$ cat src/rtl/traffic_request_conditioner.sv
// Roadside input conditioner: per-channel sync, debounce, sticky request and wait/urgency tracking.
// Define TRAFFIC_PED_REQ_EN to build the pedestrian channel; otherwise ped_req/ped_urgent are tied low.

module traffic_request_channel #(
  parameter int unsigned DEBOUNCE_CYCLES = 4,
  parameter int unsigned WAIT_W          = 8,
  parameter int unsigned URGENT_CYCLES   = 200
) (
  input  logic clk,
  input  logic reset_n,
  input  logic raw,
  input  logic served,
  output logic req,
  output logic urgent
);

  localparam int unsigned CNT_W = $clog2(DEBOUNCE_CYCLES) + 1;
  localparam logic [CNT_W-1:0]  CNT_LAST  = CNT_W'(DEBOUNCE_CYCLES - 1);
  localparam logic [WAIT_W-1:0] WAIT_MAX  = '1;
  localparam logic [WAIT_W-1:0] URGENT_TH = WAIT_W'(URGENT_CYCLES);

  logic              sync1;
  logic              sync2;
  logic              deb;
  logic [CNT_W-1:0]  cnt;
  logic [WAIT_W-1:0] wait_cnt;

  logic              deb_nxt;
  logic [CNT_W-1:0]  cnt_nxt;
  logic              req_nxt;
  logic [WAIT_W-1:0] wait_nxt;
  logic              urgent_nxt;
  logic              rise;
  logic              clr;
  logic              hold;

  // Debounce, request latch and wait/urgency next-state.
  always_comb begin
    deb_nxt    = deb;
    cnt_nxt    = '0;
    rise       = 1'b0;
    clr        = 1'b0;
    hold       = 1'b0;
    req_nxt    = req;
    wait_nxt   = '0;
    urgent_nxt = 1'b0;

    if (sync2 != deb) begin
      if (cnt == CNT_LAST) begin
        deb_nxt = sync2;
      end else begin
        cnt_nxt = cnt + CNT_W'(1);
      end
    end

    // A fresh rising level beats a same-cycle serve; falling levels never drop a request.
    rise    = ~deb & deb_nxt;
    clr     = served & req;
    hold    = req & ~clr;
    req_nxt = rise | hold;

    if (hold) begin
      wait_nxt = (wait_cnt == WAIT_MAX) ? wait_cnt : wait_cnt + WAIT_W'(1);
    end

    urgent_nxt = hold && (wait_cnt >= URGENT_TH);
  end

  always_ff @(posedge clk or negedge reset_n) begin
    if (!reset_n) begin
      sync1    <= 1'b0;
      sync2    <= 1'b0;
      deb      <= 1'b0;
      cnt      <= '0;
      req      <= 1'b0;
      wait_cnt <= '0;
      urgent   <= 1'b0;
    end else begin
      sync1    <= raw;
      sync2    <= sync1;
      deb      <= deb_nxt;
      cnt      <= cnt_nxt;
      req      <= req_nxt;
      wait_cnt <= wait_nxt;
      urgent   <= urgent_nxt;
    end
  end

endmodule

module traffic_request_conditioner #(
  parameter int unsigned DEBOUNCE_CYCLES = 4,
  parameter int unsigned WAIT_W          = 8,
  parameter int unsigned URGENT_CYCLES   = 200
) (
  input  logic clk,
  input  logic reset_n,
  input  logic ns_sensor_raw,
  input  logic ew_sensor_raw,
  input  logic ped_button_raw,
  input  logic ns_served,
  input  logic ew_served,
  input  logic ped_served,
  output logic ns_req,
  output logic ew_req,
  output logic ped_req,
  output logic ns_urgent,
  output logic ew_urgent,
  output logic ped_urgent
);

  traffic_request_channel #(
    .DEBOUNCE_CYCLES (DEBOUNCE_CYCLES),
    .WAIT_W          (WAIT_W),
    .URGENT_CYCLES   (URGENT_CYCLES)
  ) u_ns (
    .clk     (clk),
    .reset_n (reset_n),
    .raw     (ns_sensor_raw),
    .served  (ns_served),
    .req     (ns_req),
    .urgent  (ns_urgent)
  );

  traffic_request_channel #(
    .DEBOUNCE_CYCLES (DEBOUNCE_CYCLES),
    .WAIT_W          (WAIT_W),
    .URGENT_CYCLES   (URGENT_CYCLES)
  ) u_ew (
    .clk     (clk),
    .reset_n (reset_n),
    .raw     (ew_sensor_raw),
    .served  (ew_served),
    .req     (ew_req),
    .urgent  (ew_urgent)
  );

`ifdef TRAFFIC_PED_REQ_EN
  traffic_request_channel #(
    .DEBOUNCE_CYCLES (DEBOUNCE_CYCLES),
    .WAIT_W          (WAIT_W),
    .URGENT_CYCLES   (URGENT_CYCLES)
  ) u_ped (
    .clk     (clk),
    .reset_n (reset_n),
    .raw     (ped_button_raw),
    .served  (ped_served),
    .req     (ped_req),
    .urgent  (ped_urgent)
  );
`else
  // Pedestrian channel absent: inputs are sunk, outputs held low.
  logic unused_ped;
  assign unused_ped = ped_button_raw ^ ped_served;
  assign ped_req    = 1'b0;
  assign ped_urgent = 1'b0;
`endif

endmodule

$ cat config.mk
export PLATFORM = sky130hd
export DESIGN_NAME = traffic_request_conditioner
export DESIGN_NICKNAME = d
export VERILOG_FILES = /design/src/rtl/traffic_request_conditioner.sv
export SDC_FILE = /design/constraint.sdc
export NUM_CORES = 1
export LEC_CHECK = 0
export BUFFER_PORTS_ARGS = -buffer_cell sky130_fd_sc_hd__buf_2
export CORE_MARGIN = 5
export CORE_UTILIZATION = 45
export CTS_BUF_LIST = sky130_fd_sc_hd__clkbuf_4 sky130_fd_sc_hd__clkbuf_8 sky130_fd_sc_hd__clkbuf_16
export CTS_CLUSTER_SIZE = 14
export DETAILED_ROUTE_END_ITERATION = 8
export GPL_ROUTABILITY_DRIVEN = 0
export PLACE_DENSITY = 0.6
export SETUP_SLACK_MARGIN = 0.3
export SLEW_MARGIN = 10
export SYNTH_ARGS = -nofsm -noshare
export SYNTH_HDL_FRONTEND = slang
export SYNTH_SLANG_ARGS = --single-unit
$ cat constraint.sdc
create_clock -name clk -period 1.6 [get_ports clk]
set_input_delay 0.32 -clock clk [delete_from_list [all_inputs] [get_ports clk]]
set_output_delay 0.32 -clock clk [all_outputs]
set_load 0.01 [all_outputs]
# ---- Word-level counts from Yosys, hierarchy flattened
# Index checks and enable logic that the tools add are counted.
dict set report classes {
  add_sub_neg 4
  mul 0
  n_div 0
  n_lt_le_gt_ge 2
  eq_ne 8
  shift 0
  n_mux 12
  bitwise_logic 12
  n_reduce_logical 2
}
# operator count
set op_table {}
lappend op_table {{two-way mux 8 bit} 4}
lappend op_table {{adder 8 x 1 -> 8 bit, second input constant} 2}
lappend op_table {{== test 8 bit, second input constant} 2}
lappend op_table {{greater-or-equal comparator 8 bit, second input constant} 2}
lappend op_table {{two-way mux 3 bit} 4}
lappend op_table {{adder 3 x 1 -> 3 bit, second input constant} 2}
lappend op_table {{AND 1 bit} 6}
lappend op_table {{== test 3 x 2 -> 1 bit, second input constant} 2}
lappend op_table {{two-way mux 1 bit} 4}
lappend op_table {{inequality test 2 bit, second input constant} 2}
lappend op_table {{NOT 1 bit} 4}
lappend op_table {{logical AND 1 bit} 2}
lappend op_table {{inequality test 1 bit} 2}
lappend op_table {{bitwise OR 1 bit} 2}
dict set report word_totals {
  register_bits 32
  latchBits 0
  ramBits 0
  mem_bits_ro 0
  input_bits 8
  out_inout_bits 6
  wordCells 54
  mem_count 0
}

# ---- Depth between registers and ports, before layout
# Gate-level depths: netlist of run 1.
dict set report logic_depth {
  ltp_word 5
  ltp_mapped 5
  ltp_nobuf 4
}

# ---- By module
# A second synthesis of run 1 with hierarchy kept.
dict set report unflattened {
  hier_cells 143
  area_unflattened_um2 1512.7
}
# module instances cells_each area_per_inst_um2 seq_area_each_um2
set modules_own_cells {}
lappend modules_own_cells {traffic_request_channel 2 70 747.0 400.4}
lappend modules_own_cells {traffic_request_conditioner 1 3 18.8 0.0}

# ---- Least setup slack after synthesis of run 1
# No wires, ideal clock.
dict set report synth_timing {
  kind {register to register}
  startpoint {reg u_ns.wait_cnt[0]}
  endpoint {reg u_ns.wait_cnt[5]}
  setup_time_ps 128
  arrival_time_ps 1250
  t_required_ps 1472
  setup_slack_ps 223
  stages_incl_launch_ff 6
  n_path_buf 1
  synth_period_minus_slack_ps 1377
  cell_sequence {dfrtp_1 ha_1 and3_1 buf_6 a311oi_1 nor3_1}
}
dict set report synth_between {
  elab_chain_cells 3
  elab_cells_between_ends 5
}
# item line
set synth_rtl {}
lappend synth_rtl {{from (decl)} 26} ;# logic [WAIT_W-1:0] wait_cnt;
lappend synth_rtl {{from (signal assigned)} 84} ;# wait_cnt <= wait_nxt;
lappend synth_rtl {{adder 8 x 1 -> 8 bit} 63} ;# wait_nxt = (wait_cnt == WAIT_MAX) ? wait_cnt : wait_cnt + WAIT_W'(1);
lappend synth_rtl {{two-way mux 8 bit} 63}
lappend synth_rtl {{two-way mux 8 bit} 62} ;# if (hold) begin
# Parallel ways exist; a longest one is shown, timed or not. The select of a mux whose other input is x is not followed.
# A chain may end at the register's enable or synchronous reset.

# ---- Worst setup path in the final report of run 1
dict set report layout_timing {
  startpoint {reg u_ns.wait_cnt[1]}
  endpoint {reg u_ns.wait_cnt[5]}
}
# Same word-level chain as after synthesis.

==> impl_metrics.yaml, run 1 <==
status:
  status: "completed"
synth:
  ys_types: 32
  netlist.area_leader.share_pct: 53.11
  synthTopCellsByArea: "dfrtp_1, ha_1, nor3_1"
  ys_seq_elements: 32
  ys_seq_area_share_pct: 53.11
  avgSynthCellArea_sq_um: 10.93
  netlist_instances: 138
  syn_area_sq_um: 1508
  yosysWarnings: 0
  synth.largest_area_cell: "dfrtp_1"
critical_path:
  critPathCaptureType: "flip-flop"
  crit_path_start_kind: "flip-flop"
  critical_path_arrival_ps: 1490
  crit_fanout: 6
  required_ps: 1810
  crit_type: "reg -> reg"
place:
  placed_area_sq_um: 1584
  dp_hpwl_microns: 1801
  port_buffers: 9
cells_and_area:
  final_cell_mix: "dfrtp_1, nor3_1, a21oi_1, buf_2, nand3_1"
  nFillCells: 294
  final_cell_area_sq_um: 1708
  area_delta_synth_final_pct: 13.28
  nets: 168
  final_common_cell: "dfrtp_1"
  final_util_pct: 52.00
  antennaDiodeCount: 0
  drive_above_1_share_pct: 26.62
power:
  vdd_drop_max_mv: 0.7329
  power.density_nw_per_um2: 936.4
  leakage_uw: 0.0007120
  p_total_uw: 1599
timing:
  setup-tns-final_ps: 0
  rsz0062_at_grt: "true"
  hold_viol: 0
  hold_slack_ps: 98.02
  fin_skew_ps: 18.10
  max_freq_mhz: 781.2
  final_max_slew_viol_count: 0
  post-route-period-util_pct: 80.01
  final-setup-viol-count: 0
  min_period_ps: 1280
die:
  die_w_microns: 67.88
  fp-row-count: 21
  io_pins: 14
  core-area_sq_um: 3284
  dieArea_sq_um: 4608
  start_util_pct: 45.90
  die_y_microns: 67.88
global_route:
  grt.overflow.total: 0
  grt_usage_pct: 13.90
  grt_pass1_wl_microns: 4650
  grt_pass1_vias: 1009
  grt_max_degree: 33
  antenna_found_initial: 0
worst_hold_path:
  hold_path.class: "in -> reg"
routing:
  route.detailed.drc: 0
  wirelength_microns: 2633
  detail-route-antenna-nets: 0
  first_iter_violations: 58
  via_count: 1066
  avgViaCountPerCell: 5.330
  wl_per_cell_microns: 13.17
  drtPass1Iterations: 4
run:
  drv_cap: 0
clock_tree:
  cts_tree: "built"
  htreeDepth: 2
  cts_made_buffers: 5
  clockBufferDepth: 2
  cts.clk_slew.worst_paths_ps: 100
  insertion_delay_ps: 330
  clockRootBuffer: "clkbuf_4"
  cts_sinks: 32
[where the power goes]
group	switching, uW	leakage, uW	total, uW	internal [uW]
Sequential	48.6	0.000427	940	891
Combinational	109	0.000253	229	120
Clock	251	0.0000315	430	179
Total	409	0.000712	1600	1190
[per-layer routing]
metal / up-vias / GRT usage (%) / part of all wire, %
met5: - / 0 / 0
li1: 532 / - / -
met4: 0 / 5.955 / 2.1
met3: 5 / 4.926 / 3.8
met2: 15 / 23.57 / 51
met1: 514 / 15.79 / 43
[Yosys cell counts (all sizes together)]
cell and count:
dfrtp 32, nor3 13, a21oi 11, nand2 8, nand3 7, ha 6
a211oi 5, a31oi 5, and4 5, buf 5, nand4 5, nor3b 5
o21ai 5, and3 4, inv 4, nor2b 4, clkbuf 2, mux2 2
nand2b 2, nand3b 2, xnor2 2, a311oi 1, and2 1, conb 1
nor2 1
[final cells by class]
cell class              count  area, sq um  share of cell area (%)
flip-flops and latches     32        802.0                   46.96
multi-input cells          96        690.7                   40.44
repair buffers             15        92.59                   5.421
well taps                  46        57.56                   3.370
clock buffers               6        45.04                   2.637
inverters                   4        15.01                  0.8791
clock inverters             1        5.005                  0.2930
[per-stage QoR]
step           setup WS [ps]  instances
4_1_cts                322.3        199
5_1_grt                256.2        200
6_report               319.9        200
3_3_place_gp           295.9        188
3_5_place_dp           264.3        188
2_1_floorplan          291.1        139
[logic make-up after synthesis]
family          synth area share [%]
simple gates                   22.82
other cells                   0.2487
buf+inv                        4.397
mux                            1.494
fa+ha+maj                      4.979
xor+xnor                       1.162
flops                          53.11
compound gates                 11.78
[critical path, stage by stage (launching register included)]
cell and delay [ps]:
dfrtp_1 430, ha_4 180, and3_4 210, a311oi_2 240, nor3_1 90
[repair_timing]
item	in CTS	in global routing
hold endpoints to repair	15	0
hold buffers	1	0
setup buffers	3	1
endpoints found under the setup margin	8	9
gates resized for setup	3	4
[worst paths after layout]
check / start / slack [ps] / to / cells past startpoint
worst min-delay path: ns_sensor_raw / 100 / u_ns.sync1 / 1
min in group asynchronous: reset_n / 520 / u_ns.wait_cnt[4] / 3
worst max-delay path: u_ns.wait_cnt[1] / 320 / u_ns.wait_cnt[5] / 4
worst max register to register: u_ns.wait_cnt[1] / 320 / u_ns.wait_cnt[5] / 4
max in group asynchronous: reset_n / 760 / u_ew.wait_cnt[1] / 3
worst min register to register: u_ew.sync1 / 360 / u_ew.sync2 / 0
[registers in the layout (all words and copies together), names as in the netlist]
| register | cells |
|---|---|
| u_ew.cnt | 3 |
| u_ew.deb | 1 |
| u_ew.req | 1 |
| u_ew.sync1 | 1 |
| u_ew.sync2 | 1 |
| u_ew.urgent | 1 |
| u_ew.wait_cnt | 8 |
| u_ns.cnt | 3 |
| u_ns.deb | 1 |
| u_ns.req | 1 |
| u_ns.sync1 | 1 |
| u_ns.sync2 | 1 |
| u_ns.urgent | 1 |
| u_ns.wait_cnt | 8 |
Note: power is estimated with default switching activity, not from simulation.
==> inputs of run 2 (changes only) <==
--- a/config.mk
+++ b/config.mk
@@ -12,7 +12,7 @@
 export CTS_CLUSTER_SIZE = 14
 export DETAILED_ROUTE_END_ITERATION = 8
 export GPL_ROUTABILITY_DRIVEN = 0
-export PLACE_DENSITY = 0.6
+export PLACE_DENSITY = 0.63
 export SETUP_SLACK_MARGIN = 0.3
 export SLEW_MARGIN = 10
 export SYNTH_ARGS = -nofsm -noshare
==> constraint.sdc (replaced) <==
create_clock -name clk -period 1.07 [get_ports clk]
set_input_delay 0.214 -clock clk [delete_from_list [all_inputs] [get_ports clk]]
set_output_delay 0.214 -clock clk [all_outputs]
set_load 0.01 [all_outputs]
==> run 2 against run 1 <==
  * The flow now finishes with violations (negative setup slack)
  * Core utilization increased by 16 points
  * Critical endpoint unchanged
  * Via count is 16% higher
  * Total power rose by 92%
  * First-iteration DRC count up 79%
  * Worst hold slack better by 100 ps
  * Sequential share of layout area down 11 points
  * Clock skew decreased by 8.0 ps
==> impl_metrics.yaml, run 2 (synthesis gave the netlist of run 1 again) <==
timing:
  hold_viol: 0
  fin_skew_ps: 10.14
  layout_setup_ws_ps: -181.6
  max_freq_mhz: 799.0
  final_max_slew_viol_count: 0
  setup-tns-final_ps: -1479
  post-route-period-util_pct: 117.0
  hold_slack_ps: 197.9
  rsz0062_at_grt: "true"
  final-setup-viol-count: 18
  min_period_ps: 1252
global_route:
  grt_pass1_wl_microns: 5478
  grt_usage_pct: 16.43
  antenna_found_initial: 0
  grt.overflow.total: 0
  grt_max_degree: 20
  grt_pass1_vias: 1187
routing:
  drtPass1Iterations: 4
  wirelength_microns: 3381
  avgViaCountPerCell: 5.387
  wl_per_cell_microns: 14.70
  via_count: 1239
  route.detailed.drc: 0
  detail-route-antenna-nets: 0
  first_iter_violations: 104
place:
  port_buffers: 9
  dp_hpwl_microns: 2047
  dp_cells: 205
  place_ws_ps: -169.3
clock_tree:
  cts_tree: "built"
  clockRootBuffer: "clkbuf_4"
  clockBufferDepth: 2
  htreeDepth: 2
  insertion_delay_ps: 330
  cts.clk_slew.worst_paths_ps: 100
  cts_sinks: 32
  cts_made_buffers: 5
critical_path:
  crit_type: "reg -> reg"
  required_ps: 1290
  critical_path_arrival_ps: 1470
  crit_chain: "ha_4 > and3_4 > a311oi_2 > nor3_1"
  crit_fanout: 6
  crit_path_start_kind: "flip-flop"
  critPathCaptureType: "flip-flop"
  critPathMaxStageDelay_ps: 430
  critPathSlowestCell: "dfrtp_1"
run:
  drv_cap: 0
power:
  vdd_drop_max_mv: 0.9812
  power.density_nw_per_um2: 1371
  leakage_uw: 0.0009442
cells_and_area:
  area_delta_synth_final_pct: 48.30
  final_util_pct: 68.08
  stdcell_count: 230
  drive_above_1_share_pct: 60.33
  top_regs: "u_ew.wait_cnt x8, u_ns.wait_cnt x8"
  antennaDiodeCount: 0
  final_cell_mix: "dfrtp_1, buf_4, buf_6, dfrtp_2, buf_2"
  nets: 197
  final_common_cell: "dfrtp_1"
worst_hold_path:
  hold_path.class: "in -> reg"
die:
  dieArea_sq_um: 4608
  die_w_microns: 67.88
  start_util_pct: 45.90
  core-area_sq_um: 3284
  io_pins: 14
  die_y_microns: 67.88
  fp-row-count: 21
status:
  violations: "negative setup slack"
  status: "finished, violations left"
run 2: worst paths after layout:
path	cells after the start	from	to	slack (ps)
worst max-delay path	4	u_ns.wait_cnt[1]	u_ns.wait_cnt[5]	-180
worst min-delay path	4	ns_served	u_ns.wait_cnt[2]	200
worst max register to register	4	u_ns.wait_cnt[1]	u_ns.wait_cnt[5]	-180
worst min register to register	0	u_ns.sync1	u_ns.sync2	360
max in group asynchronous	3	reset_n	u_ns.wait_cnt[4]	390
min in group asynchronous	2	reset_n	u_ns.wait_cnt[5]	300
run 2: critical path: cells and delay by family, from the launching register on:
kind	cells	cell delay, ps
flops	1	430
simple gates	2	300
fa+ha+maj	1	190
compound gates	1	220
run 2: metal layers:
metal / wire length, microns / GRT usage (%)
met1: 1427 / 17.96
met2: 1763 / 29.53
met3: 108 / 4.926
met4: 81 / 6.700
met5: 0 / 0
run 2: cell type report:
class,instances,area [sq um]
Inverter,4,15.01
Multi-Input combinational cell,96,885.9
Tap cell,46,57.56
Sequential cell,32,813.3
Fill cell,248,1049
Clock buffer,6,45.04
Timing Repair Buffer,44,384.1
Clock inverter,2,35.03
run 2: power by group:
group / internal (uW) / switching, uW
registers: 1330 / 104
logic: 427 / 271
clock network: 515 / 415
run 2: repair_timing:
action | 4_1_cts | 5_1_grt
gates cloned | 0 | 0
gates resized for setup | 29 | 24
endpoints found under the hold margin | 15 | 0
setup endpoints to repair | 32 | 51
pin swaps | 20 | 17
hold buffers | 3 | 0
buffers inserted | 5 | 9
run 2: through the flow:
step           instance area [sq um]  total power (uW)
2_1_floorplan                   1630              1783
3_3_place_gp                    1832              1926
3_5_place_dp                    1832              1959
4_1_cts                         2095              3042
5_1_grt                         2236              3250
6_report                        2236              3066
==> inputs of run 3 (changes only) <==
--- a/config.mk
+++ b/config.mk
@@ -13,7 +13,7 @@
 export DETAILED_ROUTE_END_ITERATION = 8
 export GPL_ROUTABILITY_DRIVEN = 0
 export PLACE_DENSITY = 0.63
-export SETUP_SLACK_MARGIN = 0.3
+export SETUP_SLACK_MARGIN = 0.02
 export SLEW_MARGIN = 10
 export SYNTH_ARGS = -nofsm -noshare
 export SYNTH_HDL_FRONTEND = slang
==> run 3 against run 2 <==
  * The run still ends with negative setup slack left
  * Worst hold slack worse by 47 ps
  * Global-route usage shrank 1.1 points
  * Largest power group unchanged
  * Sequential share of layout area rose by 1.5 points
  * Maximum frequency increased by 4.1%
==> impl_metrics.yaml, run 3 (synthesis gave the netlist of run 1 again) <==
global_route:
  grt_usage_pct: 15.32
  use_met2_pct: 26.61
  met1_usage_pct: 16.20
  grt_pass1_wl_microns: 5216
  met3_usage_pct: 5.090
  antenna_found_initial: 0
  grt.overflow.total: 0
  grt_max_degree: 33
  grt_pass1_vias: 1198
  grt.busiest_layer: "met2"
critical_path:
  critical_path_arrival_ps: 1430
  critPathCaptureType: "flip-flop"
  required_ps: 1300
  crit_type: "reg -> reg"
  crit_path_start_kind: "flip-flop"
  crit_fanout: 6
clock_tree:
  clockBufferDepth: 2
  cts_sinks: 32
  htreeDepth: 2
  clockRootBuffer: "clkbuf_4"
  cts_tree: "built"
  insertion_delay_ps: 340
  cts.clk_slew.worst_paths_ps: 100
  cts_made_buffers: 5
cells_and_area:
  antennaDiodeCount: 0
  nets: 194
  drive_above_1_share_pct: 53.59
  final_cell_mix: "dfrtp_1, buf_4, buf_2, nor3_2"
  seqCellArea_sq_um: 805.8
  final_common_cell: "dfrtp_1"
  top_regs: "u_ew.wait_cnt x8, u_ns.wait_cnt x8"
  area_delta_synth_final_pct: 41.00
  multi_input_area_sq_um: 844.6
  final_cell_area_sq_um: 2126
  nFillCells: 256
die:
  core-area_sq_um: 3284
  dieArea_sq_um: 4608
  fp-row-count: 21
  die_y_microns: 67.88
  io_pins: 14
  die_w_microns: 67.88
  start_util_pct: 45.90
power:
  leakage_uw: 0.0009156
  vdd_drop_max_mv: 1.072
  power.density_nw_per_um2: 1442
routing:
  via_count: 1191
  avgViaCountPerCell: 5.247
  first_iter_violations: 79
  wirelength_microns: 3099
  detail-route-antenna-nets: 0
  route.detailed.drc: 0
  wl_per_cell_microns: 13.65
  drtPass1Iterations: 4
timing:
  hold_slack_ps: 150.6
  setup-tns-final_ps: -1510
  final-setup-viol-count: 20
  max_freq_mhz: 831.7
  final_max_slew_viol_count: 0
  min_period_ps: 1202
  fin_skew_ps: 9.646
  hold_viol: 0
  post-route-period-util_pct: 112.4
  rsz0062_at_grt: "true"
  layout_setup_ws_ps: -132.3
place:
  port_buffers: 9
  placed_area_sq_um: 1774
  dp_hpwl_microns: 2041
run:
  drv_cap: 0
status:
  status: "finished, violations left"
  violations: "negative setup slack"
worst_hold_path:
  hold_path.class: "in -> reg"
[run 3: cell types whose count changed in the layout (fill, tap and decap cells not counted), sizes merged]
cell    previous run  this run
buf               40        38
clkinv             1         0
[run 3: metrics by stage]
| step | cells | util, % | total power (uW) | setup WS, ps |
|---|---|---|---|---|
| finish | 227 | 64.72 | 3065 | -132.3 |
| global route | 227 | 64.72 | 3236 | -200.2 |
| CTS | 224 | 61.41 | 3010 | -127.7 |
| detailed placement | 206 | 54.02 | 1889 | -194.7 |
| global placement | 206 | 54.02 | 1863 | -140.9 |
| floorplan | 139 | - | 1727 | -238.9 |
[run 3: layer usage]
layer | part of all wire [%] | wire (microns)
met5 | 0 | 0
met4 | 1.9 | 59
met3 | 4.2 | 131
met2 | 51 | 1587
met1 | 43 | 1320
[run 3: worst paths after layout]
path	startpoint	to	slack, ps	depth (start not counted)
min in group asynchronous	reset_n	u_ns.sync2	410	3
hold reg to reg	u_ns.sync1	u_ns.sync2	360	0
hold / removal	ns_served	u_ns.wait_cnt[4]	150	4
max in group asynchronous	reset_n	u_ew.wait_cnt[1]	330	3
setup / recovery	u_ns.wait_cnt[1]	u_ns.wait_cnt[5]	-130	4
setup reg to reg	u_ns.wait_cnt[1]	u_ns.wait_cnt[5]	-130	4
[run 3: worst max-delay path, cell delays in order, from the launching register on]
cell and delay, ps:
dfrtp_1 430, ha_4 190, and3_4 220, a311oi_2 200, nor3_1 60
[run 3: final cells by class]
| type | count | area share (%) |
|---|---|---|
| tap | 46 | 2.707 |
| timing repair buffer | 41 | 14.48 |
| inverter | 4 | 0.7063 |
| multi-input combinational | 96 | 39.73 |
| clock buffer | 7 | 3.061 |
| sequential | 32 | 37.90 |
| clock inverter | 1 | 1.413 |
[run 3: where the power goes]
group	total (uW)	switching [uW]	internal (uW)
combinational	624	246	378
clock	1030	414	620
sequential	1410	74.7	1330
[run 3: what timing repair did]
action,4_1_cts,5_1_grt
setup endpoints to repair,24,29
gates resized for setup,21,19
hold endpoints to repair,34,0
pin swaps,9,10
hold buffers,3,0
buffers inserted,7,3
